File: config.mk
export PLATFORM = sky130hd
export DESIGN_NAME = fifo_rr_arbiter
export DESIGN_NICKNAME = d
export VERILOG_FILES = /design/src/rtl/fifo_arb_pkg.sv /design/src/rtl/rr_priority_picker.sv /design/src/rtl/fifo_rr_arbiter.sv
export SDC_FILE = /design/constraint.sdc
export NUM_CORES = 1
export LEC_CHECK = 0
export ABC_CLOCK_PERIOD_IN_PS = 5330
export CAP_MARGIN = 20
export CORE_ASPECT_RATIO = 1.2
export CORE_MARGIN = 2
export CORE_UTILIZATION = 41
export DETAILED_ROUTE_END_ITERATION = 8
export PLACE_DENSITY = 0.9
export SLEW_MARGIN = 20
export SYNTH_ARGS = -nofsm -noshare
export SYNTH_HDL_FRONTEND = slang
export SYNTH_SLANG_ARGS = --single-unit
File: constraint.sdc
create_clock -name clk -period 5.33 [get_ports clk]
set_input_delay 1.066 -clock clk [delete_from_list [all_inputs] [get_ports clk]]
set_output_delay 1.066 -clock clk [all_outputs]
set_load 0.01 [all_outputs]
File: src/rtl/fifo_arb_pkg.sv
// rtl/fifo_arb_pkg.sv - shared types and width helpers for the FIFO round-robin arbiter
package fifo_arb_pkg;

  typedef enum logic {
    ST_EMPTY = 1'b0,
    ST_HOLD  = 1'b1
  } arb_state_e;

  function automatic int clog2(input int value);
    int r;
    r = 0;
    for (int i = 0; i < 31; i++) begin
      if ((1 << i) < value) r = i + 1;
    end
    return r;
  endfunction

  function automatic int src_width(input int num_queues);
    return (clog2(num_queues) < 1) ? 1 : clog2(num_queues);
  endfunction

  function automatic int burst_width(input int max_burst);
    return (clog2(max_burst) < 1) ? 1 : clog2(max_burst);
  endfunction

endpackage

File: src/rtl/rr_priority_picker.sv
// rtl/rr_priority_picker.sv - combinational rotating-priority winner search
module rr_priority_picker
  import fifo_arb_pkg::*;
#(
  parameter int NUM_QUEUES = 4,
  localparam int SRC_WIDTH = src_width(NUM_QUEUES)
) (
  input  logic [NUM_QUEUES-1:0] req,
  input  logic [SRC_WIDTH-1:0]  ptr,
  output logic [SRC_WIDTH-1:0]  winner,
  output logic                  any_req
);

  logic [2*NUM_QUEUES-1:0] req_dbl;
  logic [2*NUM_QUEUES-1:0] masked;
  logic [2*NUM_QUEUES-1:0] lowest;

  // Upper copy of req always lies above ptr, so the masked search never misses a requester.
  always_comb begin
    req_dbl = {req, req};
    masked  = '0;
    for (int i = 0; i < 2 * NUM_QUEUES; i++) begin
      masked[i] = req_dbl[i] & (i >= int'(ptr));
    end
    lowest = masked & (~masked + 1'b1);
  end

  always_comb begin
    winner = '0;
    for (int i = 0; i < 2 * NUM_QUEUES; i++) begin
      if (lowest[i]) winner = winner | SRC_WIDTH'(i % NUM_QUEUES);
    end
    any_req = |req;
  end

endmodule

File: src/rtl/fifo_rr_arbiter.sv
// rtl/fifo_rr_arbiter.sv - round-robin burst arbiter draining FWFT FIFOs into one output register
module fifo_rr_arbiter
  import fifo_arb_pkg::*;
#(
  parameter int NUM_QUEUES = 4,
  parameter int DATA_WIDTH = 8,
  parameter int MAX_BURST  = 1,
  localparam int SRC_WIDTH = src_width(NUM_QUEUES)
) (
  input  logic                             clk,
  input  logic                             reset,
  input  logic                             enable,
  input  logic [NUM_QUEUES-1:0]            q_empty,
  input  logic [NUM_QUEUES*DATA_WIDTH-1:0] q_data,
  output logic [NUM_QUEUES-1:0]            q_rd_en,
  output logic                             out_valid,
  output logic [DATA_WIDTH-1:0]            out_data,
  output logic [SRC_WIDTH-1:0]             out_src,
  input  logic                             out_ready
);

  localparam int BURST_WIDTH = burst_width(MAX_BURST);

  arb_state_e             state_q, state_d;
  logic [DATA_WIDTH-1:0]  data_q, data_d;
  logic [SRC_WIDTH-1:0]   src_q, src_d;
  logic [SRC_WIDTH-1:0]   ptr_q, ptr_d;
  logic [BURST_WIDTH-1:0] burst_q, burst_d;
  logic [BURST_WIDTH:0]   cnt_n;

  logic [NUM_QUEUES-1:0]  req;
  logic [SRC_WIDTH-1:0]   winner;
  logic                   any_req;
  logic                   load;
  logic                   grant;

  assign req   = enable ? ~q_empty : '0;
  assign load  = (state_q == ST_EMPTY) || out_ready;
  assign grant = load && any_req && !reset;

  rr_priority_picker #(
    .NUM_QUEUES(NUM_QUEUES)
  ) u_picker (
    .req    (req),
    .ptr    (ptr_q),
    .winner (winner),
    .any_req(any_req)
  );

  always_ff @(posedge clk or posedge reset) begin
    if (reset) begin
      state_q <= ST_EMPTY;
      data_q  <= '0;
      src_q   <= '0;
      ptr_q   <= '0;
      burst_q <= '0;
    end else begin
      state_q <= state_d;
      data_q  <= data_d;
      src_q   <= src_d;
      ptr_q   <= ptr_d;
      burst_q <= burst_d;
    end
  end

  // cnt_n carries one extra bit so reaching MAX_BURST never wraps before the compare.
  always_comb begin
    state_d = state_q;
    data_d  = data_q;
    src_d   = src_q;
    ptr_d   = ptr_q;
    burst_d = burst_q;
    cnt_n   = (winner == ptr_q) ? ({1'b0, burst_q} + 1'b1) : (BURST_WIDTH + 1)'(1);
    if (load) begin
      if (any_req) begin
        state_d = ST_HOLD;
        data_d  = q_data[winner*DATA_WIDTH +: DATA_WIDTH];
        src_d   = winner;
        if (cnt_n == (BURST_WIDTH + 1)'(MAX_BURST)) begin
          ptr_d   = (winner == SRC_WIDTH'(NUM_QUEUES - 1)) ? '0 : winner + 1'b1;
          burst_d = '0;
        end else begin
          ptr_d   = winner;
          burst_d = cnt_n[BURST_WIDTH-1:0];
        end
      end else begin
        state_d = ST_EMPTY;
      end
    end
  end

  always_comb begin
    q_rd_en = '0;
    for (int i = 0; i < NUM_QUEUES; i++) begin
      q_rd_en[i] = grant && (winner == SRC_WIDTH'(i));
    end
    out_valid = (state_q == ST_HOLD);
    out_data  = data_q;
    out_src   = src_q;
  end

endmodule
==> results of run 1 <==
[worst max-delay path by stage]
stage,start,endpoint,slack [ns],depth (start not counted)
after detailed placement,q_empty[1],q_rd_en[2],0.91,9
final,q_empty[1],q_rd_en[2],0.89,9
after floorplan,q_empty[1],q_rd_en[2],2.07,7
after CTS,q_empty[1],q_rd_en[2],0.88,9
after global placement,q_empty[1],q_rd_en[2],0.99,9
after global routing,q_empty[1],q_rd_en[2],0.77,9
[registers in the layout, summed over array words and instances (netlist names)]
| name | count |
|---|---|
| out_valid | 1 |
| out_src | 2 |
| burst_q | 1 |
| ptr_q | 2 |
| out_data | 8 |
[synth_stat cells]
cell      number
mux2_2         4
o21ai_4        1
ha_1           4
o21ai_0        1
o21a_1         3
dfrtp_1       14
a21oi_1        1
nand2b_1       1
o22ai_2        1
nand3_1        2
nand2_1        8
nor2_1         7
and2b_1        1
buf_12         1
o211ai_1       1
and2_1         2
a31oi_1        1
mux2i_1       16
o22ai_1        1
a21o_1         2
xnor2_1        2
inv_1          4
o21ai_2        4
and3_1         5
a221oi_1       5
clkbuf_1       3
buf_6          2
nand4_1        2
o221a_2        1
[per-layer routing]
metal	up-vias	global-route usage (%)
met5	-	0
met4	0	12.3
met3	6	2.79
met2	26	35.5
met1	473	22.7
li1	471	-
[placed cells by master (no fill, tap or decap), types with 2 or more instances in the layout]
master,n
and3_1,5
clkbuf_4,3
inv_1,4
xnor2_1,2
o21a_1,3
dfrtp_1,14
a21o_1,2
o21ai_2,4
nor2_1,7
nand3_1,2
nand4_1,2
mux2_2,4
clkdlybuf4s50_1,54
and2_1,2
a221oi_1,5
nand2_1,8
mux2i_1,16
ha_1,4
[area by class of cell]
class                      instances  area share, %
multi-input combinational         76           37.6
sequential                        14           22.1
inverter                           4          0.948
clock buffer                       4           2.29
tap                               31           2.45
timing repair buffer              55           34.6
[power breakdown]
group          total (mW)  switching [mW]  leakage [nW]  internal (mW)
logic               0.244           0.106         0.479          0.138
registers           0.165          0.0295         0.165          0.136
clock network      0.0770          0.0354        0.0210         0.0416
[through the flow]
stage / setup WS (ns) / area (µm²) / cells
floorplan: 2.07 / 1010 / 100
CTS: 0.879 / 1580 / 184
global route: 0.766 / 1580 / 184
finish: 0.885 / 1580 / 184
global placement: 0.989 / 1550 / 180
detailed placement: 0.911 / 1550 / 180
[critical path: cells and delay by family]
family	cells	cell delay, ns
buffers and inverters	4	1.37
AND/OR/NAND/NOR	2	0.41
AO/OA/AOI/OAI	2	0.30
adder cells (fa/ha/maj)	1	0.23
[cell families (layout without fill, tap and decap cells)]
group / after synthesis / count (layout) / share of synthesized area (%)
simple gates: 28 / 28 / 13.4
mux: 20 / 20 / 20.2
flops: 14 / 14 / 34.5
buf+inv: 10 / 63 / 6.78
compound gates: 22 / 22 / 18.4
fa+ha+maj: 4 / 4 / 4.93
xor+xnor: 2 / 2 / 1.73
==> metrics.cfg, run 1 <==
[worst_setup_path]
r2r_cells = 8
r2r_slack_ns = 3.21
arrival_ns = 3.38
path_cells = clkdlybuf4s50_1, and2b_1, o21ai_2, o21ai_4, buf_4, inv_1, ha_1, and3_1, clkdlybuf4s50_1
cp_max_fo = 13
crit_path_top_delay_cell = clkdlybuf4s50_1
cpPeakStageDelay_ns = 0.50
rr_endpoint = ptr_q[1]
end_kind = output port
start_kind = input pin
cp.required_ns = 4.26
reg2reg_from = ptr_q[1]
cpMostUsedCell = clkdlybuf4s50_1
crit_type = input pin to output port

[die]
die_area_um2 = 2890
io_pins = 55
num_rows = 19
die_w_um = 49.4
core_area_um2 = 2330
start_util_pct = 43.6
die_y_um = 58.5

[run_status]
status = completed

[worst_hold_path]
hold_class = flip-flop to flip-flop
hold_path_end = out_data[0]
whs_path_depth = 2
min_from = out_data[0]

[yosys]
syn_avg_cell_area_um2 = 10.1
syn-num-nets = 144
synth_area_leaders = dfrtp_1 35%, mux2i_1 16%, ha_1 4.9%, mux2_2 4.4%, a221oi_1 4.3%
syn_area_um2 = 1010
synth_top_area_share_pct = 34.5
ys_warn_count = 0
seq_area_frac_synth_pct = 34.5
synth_cell_type_count = 29
ys_ff_latch = 14
yosysTopAreaCell = dfrtp_1
syn_inst = 100

[global_routing]
groute.usage.overall_pct = 19.9
grt_pass1_vias = 965
grt_max_degree = 19
grt_pass1_wl_um = 4330
antenna_found_initial = 0
grt.overflow.total = 0

[clock_network]
numCtsBuffers = 3
hold_buffers = 0
clk_latency_ns = 0.28
root_buffer = clkbuf_4
cts_max_level = 1
ctsResizeCount = 0
cts_setup_buffers = 0
cts_tree = yes
cts_sinks = 14
cts_buffer_depth = 2
clkTransAtPathRegs_ns = 0.08

[finish]
multi_input_area_um2 = 596
syn2layout_area_growth_pct = 56.1
layout.nets = 198
final_core_util_pct = 68.0
nFillCells = 189
register_area_um2 = 350
n_antenna_cell = 0
drive_above_1_share_pct = 10.5

[placement]
globalplace.congestion = 0.699
dp_hpwl_um = 2210
port_buffers = 54

[detailed_routing]
drc_errors = 0
wl_met1_um = 1050
wl_met3_um = 78
drtIter0Drc = 9
met2_length_um = 1480
drtPass1Iterations = 4
vias = 976
viasPerCell = 5.30
top_layer_used = met4
ant_nets = 0
wire_per_inst_um = 14.6
routed_wl_um = 2700

[timing]
finalSetupViolCount = 0
finalHoldViolCount = 0
whs_ns = 0.489
max_freq_ghz = 0.225
fin_crit_sh_pct = 83.4
finClkSkew_ns = 0.00193
setup_tns_ns = 0
tightest_slew_ns = 0.612
rsz0062_at_grt = no
drv_slew = 0
slew_headroom_pct = 59.1
post-route-min-period_ns = 4.44

[power_and_ir_drop]
p_leak_nw = 0.665
ir_worst_vdd_mv = 0.229
powerDensity_nw_per_um2 = 307
power.total_uw = 486

[run]
drv_cap = 0

Note: power is estimated with default switching activity, not from simulation.
==> run 2: changes to the inputs <==
Settings changed: ABC_CLOCK_PERIOD_IN_PS 5330 to 3700, CORE_UTILIZATION 41 to 35, PLACE_DENSITY 0.9 to 0.82.
Clock period 5.33 ns to 3.7 ns, I/O delays scaled along.
==> run 2 against run 1 <==
First-iteration DRC count is 33% higher; combinational power up 46%; power is 45% higher; wire length decreased by 0.89%; flip-flop and latch count unchanged; hold slack improved by 0.0037 ns; utilization is 10 points lower; clock power is 43% higher; via count up 2.9%; critical endpoint unchanged; largest cell class unchanged.
==> metrics.cfg, run 2 (synthesized netlist as in run 1, its figures left out) <==
[timing]
fin_crit_sh_pct = 94.2
finalHoldViolCount = 0  ; unchanged
finalSetupViolCount = 0  ; unchanged
drv_slew = 0  ; unchanged
rsz0062_at_grt = no  ; unchanged
tightest_slew_ns = 0.529  ; was 0.612 ns
post-route-min-period_ns = 3.48
slew_headroom_pct = 64.7  ; was 59.1%
setup_tns_ns = 0  ; unchanged
max_freq_ghz = 0.287
finClkSkew_ns = 0.00311  ; was 0.00193 ns

[clock_network]
clkTransAtPathRegs_ns = 0.09  ; was 0.08 ns
cts_buffer_depth = 2  ; unchanged
cts_max_level = 1  ; unchanged
numCtsBuffers = 3  ; unchanged
clk_latency_ns = 0.28  ; about the same
cts_setup_buffers = 0  ; unchanged
hold_buffers = 0  ; unchanged
ctsResizeCount = 0  ; unchanged
cts_sinks = 14  ; unchanged
root_buffer = clkbuf_4  ; unchanged
cts_tree = yes  ; unchanged

[die]
start_util_pct = 36.4  ; was 43.6%
num_rows = 21  ; was 19
die_w_um = 53.2  ; was 49.4 µm
io_pins = 55  ; unchanged
die_y_um = 63.0  ; was 58.5 µm
core_area_um2 = 2790  ; was 2330 µm²
die_area_um2 = 3350  ; was 2890 µm²

[global_routing]
antenna_found_initial = 0  ; unchanged
grt_max_degree = 14  ; was 19
grt_pass1_wl_um = 4530  ; was 4330 µm
groute.usage.overall_pct = 17.7  ; was 19.9%
grt_pass1_vias = 1079  ; was 965
grt.overflow.total = 0  ; unchanged

[detailed_routing]
wire_per_inst_um = 14.1  ; was 14.6 µm
viasPerCell = 5.28  ; was 5.30
vias = 1004  ; was 976
drtPass1Iterations = 4  ; unchanged
drtIter0Drc = 12  ; was 9
routed_wl_um = 2670  ; was 2700 µm
drc_errors = 0  ; unchanged
ant_nets = 0  ; unchanged

[run_status]
status = completed  ; unchanged

[worst_setup_path]
arrival_ns = 2.74  ; was 3.38 ns
path_cells = clkdlybuf4s50_1, and2b_1, o21ai_2, o21ai_4, inv_1, ha_1, and3_1, clkdlybuf4s50_1  ; was clkdlybuf4s50_1, and2b_1, o21ai_2, o21ai_4, buf_4, inv_1, ha_1, and3_1, clkdlybuf4s50_1
cp.required_ns = 2.96  ; was 4.26 ns
rr_endpoint = ptr_q[0]  ; was ptr_q[1]
cp_max_fo = 6  ; was 13
r2r_cells = 6  ; was 8
cpMostUsedCell = clkdlybuf4s50_1  ; unchanged
end_kind = output port  ; unchanged
crit_type = input pin to output port  ; unchanged
crit_path_top_delay_cell = clkdlybuf4s50_1  ; unchanged
cpPeakStageDelay_ns = 0.56  ; was 0.50 ns
reg2reg_from = ptr_q[0]  ; was ptr_q[1]
start_kind = input pin  ; unchanged
critPathLaunch = q_empty[1]  ; unchanged
r2r_slack_ns = 1.77  ; was 3.21 ns

[placement]
dp_hpwl_um = 2220  ; was 2210 µm
globalplace.congestion = 0.750  ; was 0.699
place_area_um2 = 1570  ; was 1550 µm²
port_buffers = 54  ; unchanged

[finish]
drive_above_1_share_pct = 12.2  ; was 10.5%
postLayoutCellArea_um2 = 1610  ; was 1580 µm²
layout.nets = 201  ; was 198
final_core_util_pct = 57.8  ; was 68.0%
largest_register_ffs = 8  ; unchanged
layout_commonest_cell = clkdlybuf4s50_1  ; unchanged
register_area_um2 = 350  ; unchanged
n_antenna_cell = 0  ; unchanged
nFillCells = 243  ; was 189
multi_input_area_um2 = 596  ; unchanged
layout_common_cells = 54 x clkdlybuf4s50_1, 16 x mux2i_1, 14 x dfrtp_1  ; unchanged
syn2layout_area_growth_pct = 58.7  ; was 56.1%

[power_and_ir_drop]
powerDensity_nw_per_um2 = 437  ; was 307 nW/µm²
p_leak_nw = 0.680  ; was 0.665 nW
power.total_uw = 703  ; was 486 µW
ir_worst_vdd_mv = 0.205  ; was 0.229 mV

[worst_hold_path]
whs_path_depth = 1  ; was 2
hold_path_end = out_src[1]  ; was out_data[0]
hold_class = flip-flop to flip-flop  ; unchanged
min_from = out_src[1]  ; was out_data[0]

[run]
drv_cap = 0  ; unchanged

-- run 2: power by group --
| part | leakage (nW) | total (mW) | internal [mW] | switching, mW |
|---|---|---|---|---|
| clock | 0.0210 | 0.110 | 0.0598 | 0.0498 |
| sequential | 0.165 | 0.237 | 0.195 | 0.0414 |
| combinational | 0.494 | 0.357 | 0.205 | 0.152 |
-- run 2: worst max-delay path by stage --
stage	to	slack [ns]	cells after the start
floorplan	q_rd_en[2]	1.09	7
global placement	q_rd_en[2]	0.29	8
detailed placement	q_rd_en[2]	0.21	8
CTS	q_rd_en[2]	0.20	8
global route	q_rd_en[2]	0.1	8
finish	q_rd_en[2]	0.22	8
-- run 2: per-layer routing --
layer | vias up | global-route usage (%) | wire length, µm
met3 | 4 | 3.11 | 132
met4 | 0 | 9.94 | 41
met1 | 490 | 17.7 | 972
li1 | 477 | - | -
met5 | - | 0 | 0
met2 | 33 | 32.7 | 1520
-- run 2: through the flow --
stage	setup WS, ns	std cells	hold slack [ns]
2_1_floorplan	1.09	100	0.500
3_3_place_gp	0.291	186	0.479
3_5_place_dp	0.212	186	0.470
4_1_cts	0.203	190	0.496
5_1_grt	0.0980	190	0.533
6_report	0.215	190	0.493
-- run 2: worst max-delay path: cells and delay by family --
| family | cells | cell delay, ns |
|---|---|---|
| fa+ha+maj | 1 | 0.16 |
| simple gates | 2 | 0.35 |
| compound gates | 2 | 0.27 |
| buf+inv | 3 | 1.22 |
-- run 2: layout make-up --
cell class | count | area share (%)
clock buffers | 4 | 2.25
inverters | 4 | 0.932
multi-input cells | 76 | 37.0
flip-flops and latches | 14 | 21.8
well taps | 34 | 2.64
repair buffers | 58 | 35.4
